<file path="src/rtl/aes_stream_packer_if.sv">
// Stream bundle for aes_stream_packer.
// Carries the narrow input stream (s_*) and the block-wide output stream (m_*).
//   slave  : the packer side (consumes s_*, produces m_*)
//   master : the surrounding logic side (produces s_*, consumes m_*)
// Handshake: both streams follow valid/ready rules. A beat or block transfers on a
// rising clock edge where valid and ready are both high. Once valid is raised, the
// producer holds valid and its payload stable until that transfer.
interface aes_stream_packer_if #(
  parameter int BLOCK_W = 128,
  parameter int IN_W    = 8,
  parameter int CW      = $clog2(BLOCK_W / IN_W + 1)
);
  logic [IN_W-1:0]    s_tdata;
  logic               s_tvalid;
  logic               s_tlast;
  logic               s_tready;
  logic [BLOCK_W-1:0] m_tdata;
  logic               m_tvalid;
  logic               m_tlast;
  logic [CW-1:0]      m_tpad;
  logic               m_tready;

  modport slave (
    input  s_tdata, s_tvalid, s_tlast, m_tready,
    output s_tready, m_tdata, m_tvalid, m_tlast, m_tpad
  );

  modport master (
    output s_tdata, s_tvalid, s_tlast, m_tready,
    input  s_tready, m_tdata, m_tvalid, m_tlast, m_tpad
  );
endinterface

</file>
<file path="src/rtl/aes_stream_packer.sv">
// aes_stream_packer: packs IN_W-bit beats into BLOCK_W-bit blocks for the AES datapath.
// A partial block is flushed on s_tlast or after TimeoutCycles idle cycles, and padded
// with zeros (PAD_MODE 0) or PKCS#7 lane values (PAD_MODE 1).
// Ports:
//   Clk, Rst       clock, synchronous active-high reset
//   En             enable; low discards any held data and returns to FILL
//   TimeoutCycles  idle cycles before a partial block is flushed; 0 disables the timeout
//   bus            stream bundle (slave side): s_* narrow input, m_* block output
//   o_fill         lanes currently held
//   o_timeout      one-cycle pulse when a timeout flush starts
//   o_state        current FSM state (FILL=0, PAD=1, OUT=2) for observation
// The first accepted beat of a block lands in the most significant lane.
module aes_stream_packer #(
  parameter int BLOCK_W   = 128,
  parameter int IN_W      = 8,
  parameter int TIMEOUT_W = 16,
  parameter int PAD_MODE  = 0,
  localparam int LANES    = BLOCK_W / IN_W,
  localparam int CW       = $clog2(LANES + 1)
) (
  input  logic                 Clk,
  input  logic                 Rst,
  input  logic                 En,
  input  logic [TIMEOUT_W-1:0] TimeoutCycles,
  aes_stream_packer_if.slave   bus,
  output logic [CW-1:0]        o_fill,
  output logic                 o_timeout,
  output logic [1:0]           o_state
);

  typedef enum logic [1:0] {
    S_FILL = 2'd0,
    S_PAD  = 2'd1,
    S_OUT  = 2'd2
  } state_t;

  state_t               state_q, state_d;
  logic [CW-1:0]        fill_q, fill_d;
  logic [BLOCK_W-1:0]   data_q, data_d;
  logic                 last_q, last_d;
  logic [CW-1:0]        pad_q, pad_d;
  logic                 pend_q, pend_d;   // PKCS#7: a full frame still owes an all-pad block
  logic [TIMEOUT_W-1:0] idle_q, idle_d;
  logic                 tout_q, tout_d;

  logic                 s_ready;
  logic                 accept;
  logic [TIMEOUT_W-1:0] idle_inc;
  logic [IN_W-1:0]      pad_lane;

  assign s_ready  = (state_q == S_FILL) && En && !Rst;
  assign accept   = bus.s_tvalid && s_ready;
  assign idle_inc = (idle_q == '1) ? idle_q : idle_q + TIMEOUT_W'(1);
  assign pad_lane = (PAD_MODE == 1) ? IN_W'(LANES - int'(fill_q)) : '0;

  always_comb begin
    state_d = state_q;
    fill_d  = fill_q;
    data_d  = data_q;
    last_d  = last_q;
    pad_d   = pad_q;
    pend_d  = pend_q;
    idle_d  = idle_q;
    tout_d  = 1'b0;

    case (state_q)
      S_FILL: begin
        if (accept) begin
          for (int l = 0; l < LANES; l++) begin
            if (fill_q == CW'(l)) data_d[BLOCK_W-1-l*IN_W -: IN_W] = bus.s_tdata;
          end
          fill_d = fill_q + CW'(1);
          idle_d = '0;
          if (fill_q == CW'(LANES - 1)) begin
            state_d = S_OUT;
            pad_d   = '0;
            last_d  = bus.s_tlast;
            // PKCS#7 always pads, so a frame ending exactly on a block boundary
            // needs one extra block made only of padding.
            pend_d  = bus.s_tlast && (PAD_MODE == 1);
          end else if (bus.s_tlast) begin
            state_d = S_PAD;
          end
        end else if (fill_q == '0) begin
          idle_d = '0;
        end else if (TimeoutCycles != '0) begin
          idle_d = idle_inc;
          // ">=" so that lowering TimeoutCycles mid-count still fires.
          if (idle_inc >= TimeoutCycles) begin
            state_d = S_PAD;
            tout_d  = 1'b1;
            idle_d  = '0;
          end
        end
      end

      S_PAD: begin
        for (int l = 0; l < LANES; l++) begin
          if (l >= int'(fill_q)) data_d[BLOCK_W-1-l*IN_W -: IN_W] = pad_lane;
        end
        pad_d   = CW'(LANES) - fill_q;
        last_d  = 1'b1;
        state_d = S_OUT;
      end

      S_OUT: begin
        if (bus.m_tready) begin
          fill_d = '0;
          if (pend_q) begin
            pend_d  = 1'b0;
            state_d = S_PAD;
          end else begin
            state_d = S_FILL;
          end
        end
      end

      default: state_d = S_FILL;
    endcase

    // Disable wins over everything, including an untaken block.
    if (!En) begin
      state_d = S_FILL;
      fill_d  = '0;
      pend_d  = 1'b0;
      idle_d  = '0;
      tout_d  = 1'b0;
    end
  end

  always_ff @(posedge Clk) begin
    if (Rst) begin
      state_q <= S_FILL;
      fill_q  <= '0;
      data_q  <= '0;
      last_q  <= 1'b0;
      pad_q   <= '0;
      pend_q  <= 1'b0;
      idle_q  <= '0;
      tout_q  <= 1'b0;
    end else begin
      state_q <= state_d;
      fill_q  <= fill_d;
      data_q  <= data_d;
      last_q  <= last_d;
      pad_q   <= pad_d;
      pend_q  <= pend_d;
      idle_q  <= idle_d;
      tout_q  <= tout_d;
    end
  end

  assign bus.s_tready = s_ready;
  assign bus.m_tdata  = data_q;
  assign bus.m_tvalid = (state_q == S_OUT);
  assign bus.m_tlast  = last_q;
  assign bus.m_tpad   = pad_q;
  assign o_fill       = fill_q;
  assign o_timeout    = tout_q;
  assign o_state      = state_q;

endmodule

</file>
<file path="src/flat_wrapper.sv">
// flat-port wrapper written by rule: the top's interface ports become plain ports
module aes_stream_packer_flat 
#(
  parameter int BLOCK_W   = 128,
  parameter int IN_W      = 8,
  parameter int TIMEOUT_W = 16,
  parameter int PAD_MODE  = 0,
  localparam int LANES    = BLOCK_W / IN_W,
  localparam int CW       = $clog2(LANES + 1)
)
  (Clk, Rst, En, TimeoutCycles, o_fill, o_timeout, o_state, bus_s_tdata, bus_s_tvalid, bus_s_tlast, bus_m_tready, bus_s_tready, bus_m_tdata, bus_m_tvalid, bus_m_tlast, bus_m_tpad);
  aes_stream_packer_if #(.BLOCK_W(BLOCK_W), .IN_W(IN_W)) bus_i ();
  input  logic Clk;
  input  logic Rst;
  input  logic En;
  input  logic [TIMEOUT_W-1:0] TimeoutCycles;
  output logic [CW-1:0] o_fill;
  output logic o_timeout;
  output logic [1:0] o_state;
  input wire logic [$bits(bus_i.s_tdata)-1:0] bus_s_tdata;
  input wire logic [$bits(bus_i.s_tvalid)-1:0] bus_s_tvalid;
  input wire logic [$bits(bus_i.s_tlast)-1:0] bus_s_tlast;
  input wire logic [$bits(bus_i.m_tready)-1:0] bus_m_tready;
  output wire logic [$bits(bus_i.s_tready)-1:0] bus_s_tready;
  output wire logic [$bits(bus_i.m_tdata)-1:0] bus_m_tdata;
  output wire logic [$bits(bus_i.m_tvalid)-1:0] bus_m_tvalid;
  output wire logic [$bits(bus_i.m_tlast)-1:0] bus_m_tlast;
  output wire logic [$bits(bus_i.m_tpad)-1:0] bus_m_tpad;
  assign bus_i.s_tdata = bus_s_tdata;
  assign bus_i.s_tvalid = bus_s_tvalid;
  assign bus_i.s_tlast = bus_s_tlast;
  assign bus_i.m_tready = bus_m_tready;
  assign bus_s_tready = bus_i.s_tready;
  assign bus_m_tdata = bus_i.m_tdata;
  assign bus_m_tvalid = bus_i.m_tvalid;
  assign bus_m_tlast = bus_i.m_tlast;
  assign bus_m_tpad = bus_i.m_tpad;
  aes_stream_packer #(.BLOCK_W(BLOCK_W), .IN_W(IN_W), .TIMEOUT_W(TIMEOUT_W), .PAD_MODE(PAD_MODE)) u_core (.Clk(Clk), .Rst(Rst), .En(En), .TimeoutCycles(TimeoutCycles), .bus(bus_i), .o_fill(o_fill), .o_timeout(o_timeout), .o_state(o_state));
endmodule
</file>
<file path="config.mk">
export PLATFORM = sky130hd
export DESIGN_NAME = aes_stream_packer_flat
export DESIGN_NICKNAME = d
export VERILOG_FILES = /design/src/rtl/aes_stream_packer_if.sv /design/src/rtl/aes_stream_packer.sv /design/src/flat_wrapper.sv
export SDC_FILE = /design/constraint.sdc
export NUM_CORES = 1
export LEC_CHECK = 0
export ABC_AREA = 1
export CAP_MARGIN = 15
export CORE_MARGIN = 3
export CORE_UTILIZATION = 30
export CTS_CLUSTER_DIAMETER = 100
export DETAILED_ROUTE_END_ITERATION = 10
export HOLD_SLACK_MARGIN = 0.06
export PLACE_DENSITY = 0.65
export RECOVER_POWER = 25
export SETUP_SLACK_MARGIN = 0.02
export SLEW_MARGIN = 40
export SYNTH_ARGS = -nofsm -noshare
export SYNTH_HDL_FRONTEND = slang
export SYNTH_SLANG_ARGS = --single-unit
</file>
<file path="constraint.sdc">
create_clock -name Clk -period 3.3 [get_ports Clk]
set_input_delay 0.66 -clock Clk [delete_from_list [all_inputs] [get_ports Clk]]
set_output_delay 0.66 -clock Clk [all_outputs]
set_load 0.05 [all_outputs]
</file>
==> flow_summary.html <==
<table>
<tr><th>Metric</th><th>Value</th></tr>
<tr><th colspan="2">STA</th></tr>
<tr><td>Actual slew at the worst max-slew pin</td><td>0.8988 ns</td></tr>
<tr><td>Unrepaired setup endpoints after global routing</td><td>false</td></tr>
<tr><td>Period utilisation layout</td><td>89.14%</td></tr>
<tr><td>Final number of setup-violating endpoints</td><td>0</td></tr>
<tr><td>Worst clock skew on the final layout</td><td>0.008689 ns</td></tr>
<tr><td>Final hold violations</td><td>0</td></tr>
<tr><td>Max-slew headroom</td><td>39.93%</td></tr>
<tr><td>Shortest clock period the worst path allows after layout</td><td>2.942 ns</td></tr>
<tr><td>Smallest hold slack</td><td>0.4594 ns</td></tr>
<tr><td>Final-report max-slew violation count</td><td>0</td></tr>
<tr><td>Fmax</td><td>339.9 MHz</td></tr>
<tr><td>Setup Total Neg Slack</td><td>0 ns</td></tr>
<tr><th colspan="2">Power and ir drop</th></tr>
<tr><td>Power consumption</td><td>0.004239 W</td></tr>
<tr><td>Leak</td><td>3.894 nW</td></tr>
<tr><td>Pwr/cell area</td><td>448.7 mW/mm^2</td></tr>
<tr><td>Worst-case vdd ir drop</td><td>0.3240 mV</td></tr>
<tr><th colspan="2">Yosys</th></tr>
<tr><td>Mean cell area of the mapped netlist</td><td>7.593 um^2</td></tr>
<tr><td>Synth Area in Adders</td><td>3.782%</td></tr>
<tr><td>Dominant combinational cell family by area after synthesis</td><td>compound AO/OA/AOI/OAI gates</td></tr>
<tr><td>Compound-Gate Fraction of Synth Area</td><td>21.56%</td></tr>
<tr><td>Post-synthesis cell count</td><td>915</td></tr>
<tr><td>Leading area contributor after synthesis</td><td>sky130_fd_sc_hd__dfxtp_1</td></tr>
<tr><td>Simple-gate area share of the yosys netlist</td><td>19.72%</td></tr>
<tr><td>Portion of synthesized cell area occupied by the leading cell type</td><td>45.52%</td></tr>
<tr><td>Total number of yosys warnings</td><td>0</td></tr>
<tr><td>Xor/xnor cell area share of the yosys netlist</td><td>1.387%</td></tr>
<tr><td>Mapped Nets</td><td>966</td></tr>
<tr><td>Mux cell area share after synthesis</td><td>0%</td></tr>
<tr><td>#FFs+latches synth</td><td>158</td></tr>
<tr><td>Main area contributors after synthesis</td><td>sky130_fd_sc_hd__dfxtp_1 (46%), sky130_fd_sc_hd__nand2_1 (10%), sky130_fd_sc_hd__a21oi_1 (10%)</td></tr>
<tr><td>Sequential element share of the synthesized area</td><td>45.52%</td></tr>
<tr><td>Post-synthesis instance area</td><td>0.006948 mm^2</td></tr>
<tr><td>Netlist cell types</td><td>35</td></tr>
<tr><th colspan="2">Global route</th></tr>
<tr><td>Antenna violations before repair</td><td>1</td></tr>
<tr><td>Global-route wire length before repair</td><td>34,070 um</td></tr>
<tr><td>Pin count of the biggest net entering global routing</td><td>82</td></tr>
<tr><td>Vias in the first global route</td><td>6,161</td></tr>
<tr><td>Global route overflow</td><td>0</td></tr>
<tr><td>Overall Global Routing Usage</td><td>17.33%</td></tr>
<tr><th colspan="2">Clock network</th></tr>
<tr><td>Number of setup buffers added after CTS</td><td>0</td></tr>
<tr><td>TritonCTS clock tree</td><td>yes</td></tr>
<tr><td>Clock sink count</td><td>158</td></tr>
<tr><td>Root buf cell</td><td>sky130_fd_sc_hd__clkbuf_16</td></tr>
<tr><td>Resized Gates After CTS</td><td>0</td></tr>
<tr><td>Worst-path clk slew</td><td>0.07 ns</td></tr>
<tr><td>Hold-fix buffer count after cts</td><td>0</td></tr>
<tr><td>Maximum count of clock buffers along a single path</td><td>2</td></tr>
<tr><td>CTS H-Tree Depth</td><td>4</td></tr>
<tr><td>Inserted Clock Buffers</td><td>17</td></tr>
<tr><td>Clock latency reported for the late side of the worst-skew pair</td><td>0.42 ns</td></tr>
<tr><th colspan="2">Cells and area</th></tr>
<tr><td>Number of nets in the finished design</td><td>1,124</td></tr>
<tr><td>Fraction of layout cells with a size suffix above 1</td><td>7.643%</td></tr>
<tr><td>Core occupancy in the finished layout</td><td>41.60%</td></tr>
<tr><td>Layout overhead on the synthesized area</td><td>35.96%</td></tr>
<tr><td>Post-layout instance area</td><td>0.009447 mm^2</td></tr>
<tr><td>Layout fillers</td><td>2,306</td></tr>
<tr><th colspan="2">Worst setup path</th></tr>
<tr><td>Kind of end point of the critical path</td><td>register</td></tr>
<tr><td>Worst path top cell family by delay</td><td>simple AND/OR/NAND/NOR gates</td></tr>
<tr><td>Count of buffer and inverter cells on the critical path</td><td>3</td></tr>
<tr><td>R2R setup slack</td><td>0.36 ns</td></tr>
<tr><td>Highest-delay cell along the critical path</td><td>sky130_fd_sc_hd__dfxtp_1</td></tr>
<tr><td>Critical Path RT</td><td>3.62 ns</td></tr>
<tr><td>Max FO, Critical Path</td><td>15</td></tr>
<tr><td>Worst flop-to-flop path startpoint</td><td>u_core.idle_q[0]</td></tr>
<tr><td>Largest stage delay on the critical path</td><td>0.38 ns</td></tr>
<tr><td>Worst EP arrival</td><td>3.26 ns</td></tr>
<tr><td>Sort of element at the start of the critical path</td><td>register</td></tr>
<tr><td>Cell chain of the critical path</td><td>ha_1 -&gt; nand2_1 -&gt; nor2_1 -&gt; nand2_1 -&gt; nor2_2 -&gt; inv_2 -&gt; nor2_1 -&gt; nor2_1 -&gt; ha_1 -&gt; nand4_1 -&gt; nor2_1 -&gt; nor2_1 -&gt; nand2_1 -&gt; nand2_1 -&gt; nand2_1 -&gt; clkinv_1 -&gt; buf_4 -&gt; nor3_1</td></tr>
<tr><td>Depth of the worst register-to-register path</td><td>18</td></tr>
<tr><td>Critical path start-end classification</td><td>reg -&gt; reg</td></tr>
<tr><td>Reg-to-reg critical path endpoint</td><td>u_core.o_timeout</td></tr>
<tr><th colspan="2">Floorplanning</th></tr>
<tr><td>Height of the die</td><td>158.2 um</td></tr>
<tr><td># IOs</td><td>174</td></tr>
<tr><td>Starting Density</td><td>30.60%</td></tr>
<tr><td>Placeable core area</td><td>0.02271 mm^2</td></tr>
<tr><td>Total Die Area</td><td>0.02502 mm^2</td></tr>
<tr><td>Number of rows created at floorplan</td><td>55</td></tr>
<tr><td>Floorplan die width</td><td>158.2 um</td></tr>
<tr><th colspan="2">Run status</th></tr>
<tr><td>Run status</td><td>finished clean</td></tr>
<tr><th colspan="2">Hold path</th></tr>
<tr><td>Worst Hold Endpoint</td><td>u_core.bus.m_tdata[7]</td></tr>
<tr><td>HP Class</td><td>reg -&gt; reg</td></tr>
<tr><td>Cells on Worst Hold Path</td><td>2</td></tr>
<tr><td>Source of the worst hold timing path</td><td>u_core.bus.m_tdata[7]</td></tr>
<tr><th colspan="2">Job</th></tr>
<tr><td>Max-Cap Viols</td><td>0</td></tr>
<tr><th colspan="2">Place</th></tr>
<tr><td>Area of placed instances</td><td>0.008879 mm^2</td></tr>
<tr><td>DPL Wire Length</td><td>15,530 um</td></tr>
<tr><td>GPL Wtd Cong</td><td>0.8930</td></tr>
<tr><td>Port Buffer Count</td><td>173</td></tr>
<tr><th colspan="2">Drt</th></tr>
<tr><td>Starting DRT DRC Count</td><td>509</td></tr>
<tr><td>Number of vias per cell</td><td>4.790</td></tr>
<tr><td>Drt first pass iters</td><td>6</td></tr>
<tr><td>Vias</td><td>6,572</td></tr>
<tr><td>WL per Instance</td><td>15.91 um</td></tr>
<tr><td>Remaining antenna violation count</td><td>0</td></tr>
<tr><td>Final routed DRC violation total</td><td>0</td></tr>
<tr><td>Total wire length</td><td>21,830 um</td></tr>
</table>
-- flip-flops by register name, indices dropped and copies added, names as in the netlist --
signal and cells:
u_core.o_state 2, u_core.idle_q 16, u_core.o_fill 5, u_core.bus.m_tlast 1, u_core.o_timeout 1, u_core.bus.m_tpad 5, u_core.bus.m_tdata 128
-- per-layer routing --
layer	wire length, um	global-route usage [%]
met5	0	0
met4	271	4.752
met2	9684	25.37
met3	1745	6.479
met1	10130	23.97
-- through the flow --
| stage | std cells | setup WS (ns) |
|---|---|---|
| 6_report | 1372 | 0.3583 |
| 5_1_grt | 1372 | 0.06222 |
| 3_3_place_gp | 1339 | 0.2593 |
| 3_5_place_dp | 1339 | 0.2216 |
| 2_1_floorplan | 915 | 0.5459 |
| 4_1_cts | 1371 | 0.2056 |
-- synthesized netlist by cell type --
library cell	n
sky130_fd_sc_hd__xnor2_1	2
sky130_fd_sc_hd__clkbuf_1	24
sky130_fd_sc_hd__nor2_4	1
sky130_fd_sc_hd__o311ai_2	1
sky130_fd_sc_hd__o21ai_2	6
sky130_fd_sc_hd__or2_2	1
sky130_fd_sc_hd__buf_4	6
sky130_fd_sc_hd__inv_2	17
sky130_fd_sc_hd__nand2_2	2
sky130_fd_sc_hd__inv_1	61
sky130_fd_sc_hd__nand3_1	42
sky130_fd_sc_hd__a31oi_1	2
sky130_fd_sc_hd__o21ai_1	10
sky130_fd_sc_hd__nor2_2	1
sky130_fd_sc_hd__nor3_1	9
sky130_fd_sc_hd__inv_6	1
sky130_fd_sc_hd__a211oi_1	14
sky130_fd_sc_hd__xor2_1	9
sky130_fd_sc_hd__o21ai_0	82
sky130_fd_sc_hd__a21oi_4	1
sky130_fd_sc_hd__clkinv_1	1
sky130_fd_sc_hd__nand4_1	5
sky130_fd_sc_hd__and2_1	1
sky130_fd_sc_hd__a21oi_1	141
sky130_fd_sc_hd__ha_1	21
sky130_fd_sc_hd__nor2_1	73
sky130_fd_sc_hd__buf_6	6
sky130_fd_sc_hd__dfxtp_1	158
sky130_fd_sc_hd__o211ai_1	4
sky130_fd_sc_hd__buf_2	10
sky130_fd_sc_hd__nand2_4	2
sky130_fd_sc_hd__a31oi_4	3
sky130_fd_sc_hd__a21oi_2	4
sky130_fd_sc_hd__nand2_1	193
sky130_fd_sc_hd__nor2_8	1
-- power breakdown --
part	internal, W	switching, W	total [W]	leakage (nW)
combinational	0.000113	0.000259	0.000372	2.35
sequential	0.00193	0.0000131	0.00194	1.27
clock	0.00108	0.000843	0.00192	0.272
-- worst max-delay path by stage --
stage | startpoint | to | slack [ns] | cells after the start
final | u_core.idle_q[0] | u_core.o_timeout | 0.36 | 18
after global routing | u_core.idle_q[0] | u_core.idle_q[12] | 0.06 | 21
after CTS | u_core.idle_q[0] | u_core.o_timeout | 0.21 | 20
after detailed placement | u_core.idle_q[0] | u_core.o_timeout | 0.22 | 20
after global placement | u_core.idle_q[0] | u_core.o_timeout | 0.26 | 20
after floorplan | u_core.idle_q[0] | u_core.idle_q[0] | 0.55 | 17
-- cell type report --
cell class,count,area (um^2),share of cell area [%]
antenna,1,2.502,0.02649
sequential,158,3163,33.48
tap,285,356.6,3.775
clock inverter,12,127.6,1.351
timing repair buffer,185,1827,19.34
clock buffer,20,446.7,4.728
multi-input combinational,631,3218,34.07
inverter,80,305.3,3.232
-- cells by family after synthesis --
family | count (synthesis)
AO/OA/AOI/OAI | 268
XOR/XNOR | 11
adder cells (fa/ha/maj) | 21
buffers and inverters | 126
flip-flops | 158
AND/OR/NAND/NOR | 331
-- worst register-to-register path: cells and delay by family, from the launching register on --
family                   cells  cell delay [ns]
flip-flops                   1             0.38
adder cells (fa/ha/maj)      2             0.52
buffers and inverters        3             0.43
AND/OR/NAND/NOR             13             1.51
-- layout by cell type, fill, tap and decap left out, types with 3 or more instances in the layout --
cell type,instances
sky130_fd_sc_hd__inv_1,62
sky130_fd_sc_hd__clkbuf_16,17
sky130_fd_sc_hd__inv_6,5
sky130_fd_sc_hd__a211oi_1,14
sky130_fd_sc_hd__buf_4,12
sky130_fd_sc_hd__a21oi_2,3
sky130_fd_sc_hd__clkdlybuf4s50_1,110
sky130_fd_sc_hd__o21ai_2,6
sky130_fd_sc_hd__dlygate4sd3_1,61
sky130_fd_sc_hd__nand4_1,5
sky130_fd_sc_hd__ha_1,21
sky130_fd_sc_hd__nor3_1,9
sky130_fd_sc_hd__xor2_1,9
sky130_fd_sc_hd__o21ai_0,82
sky130_fd_sc_hd__a21oi_1,142
sky130_fd_sc_hd__inv_2,16
sky130_fd_sc_hd__nor2_1,72
sky130_fd_sc_hd__o21ai_1,10
sky130_fd_sc_hd__nand3_1,42
sky130_fd_sc_hd__clkinvlp_4,3
sky130_fd_sc_hd__o211ai_1,4
sky130_fd_sc_hd__nand2_1,194
sky130_fd_sc_hd__a31oi_4,3
sky130_fd_sc_hd__dfxtp_1,158
Note: power is estimated with default switching activity, not from simulation.
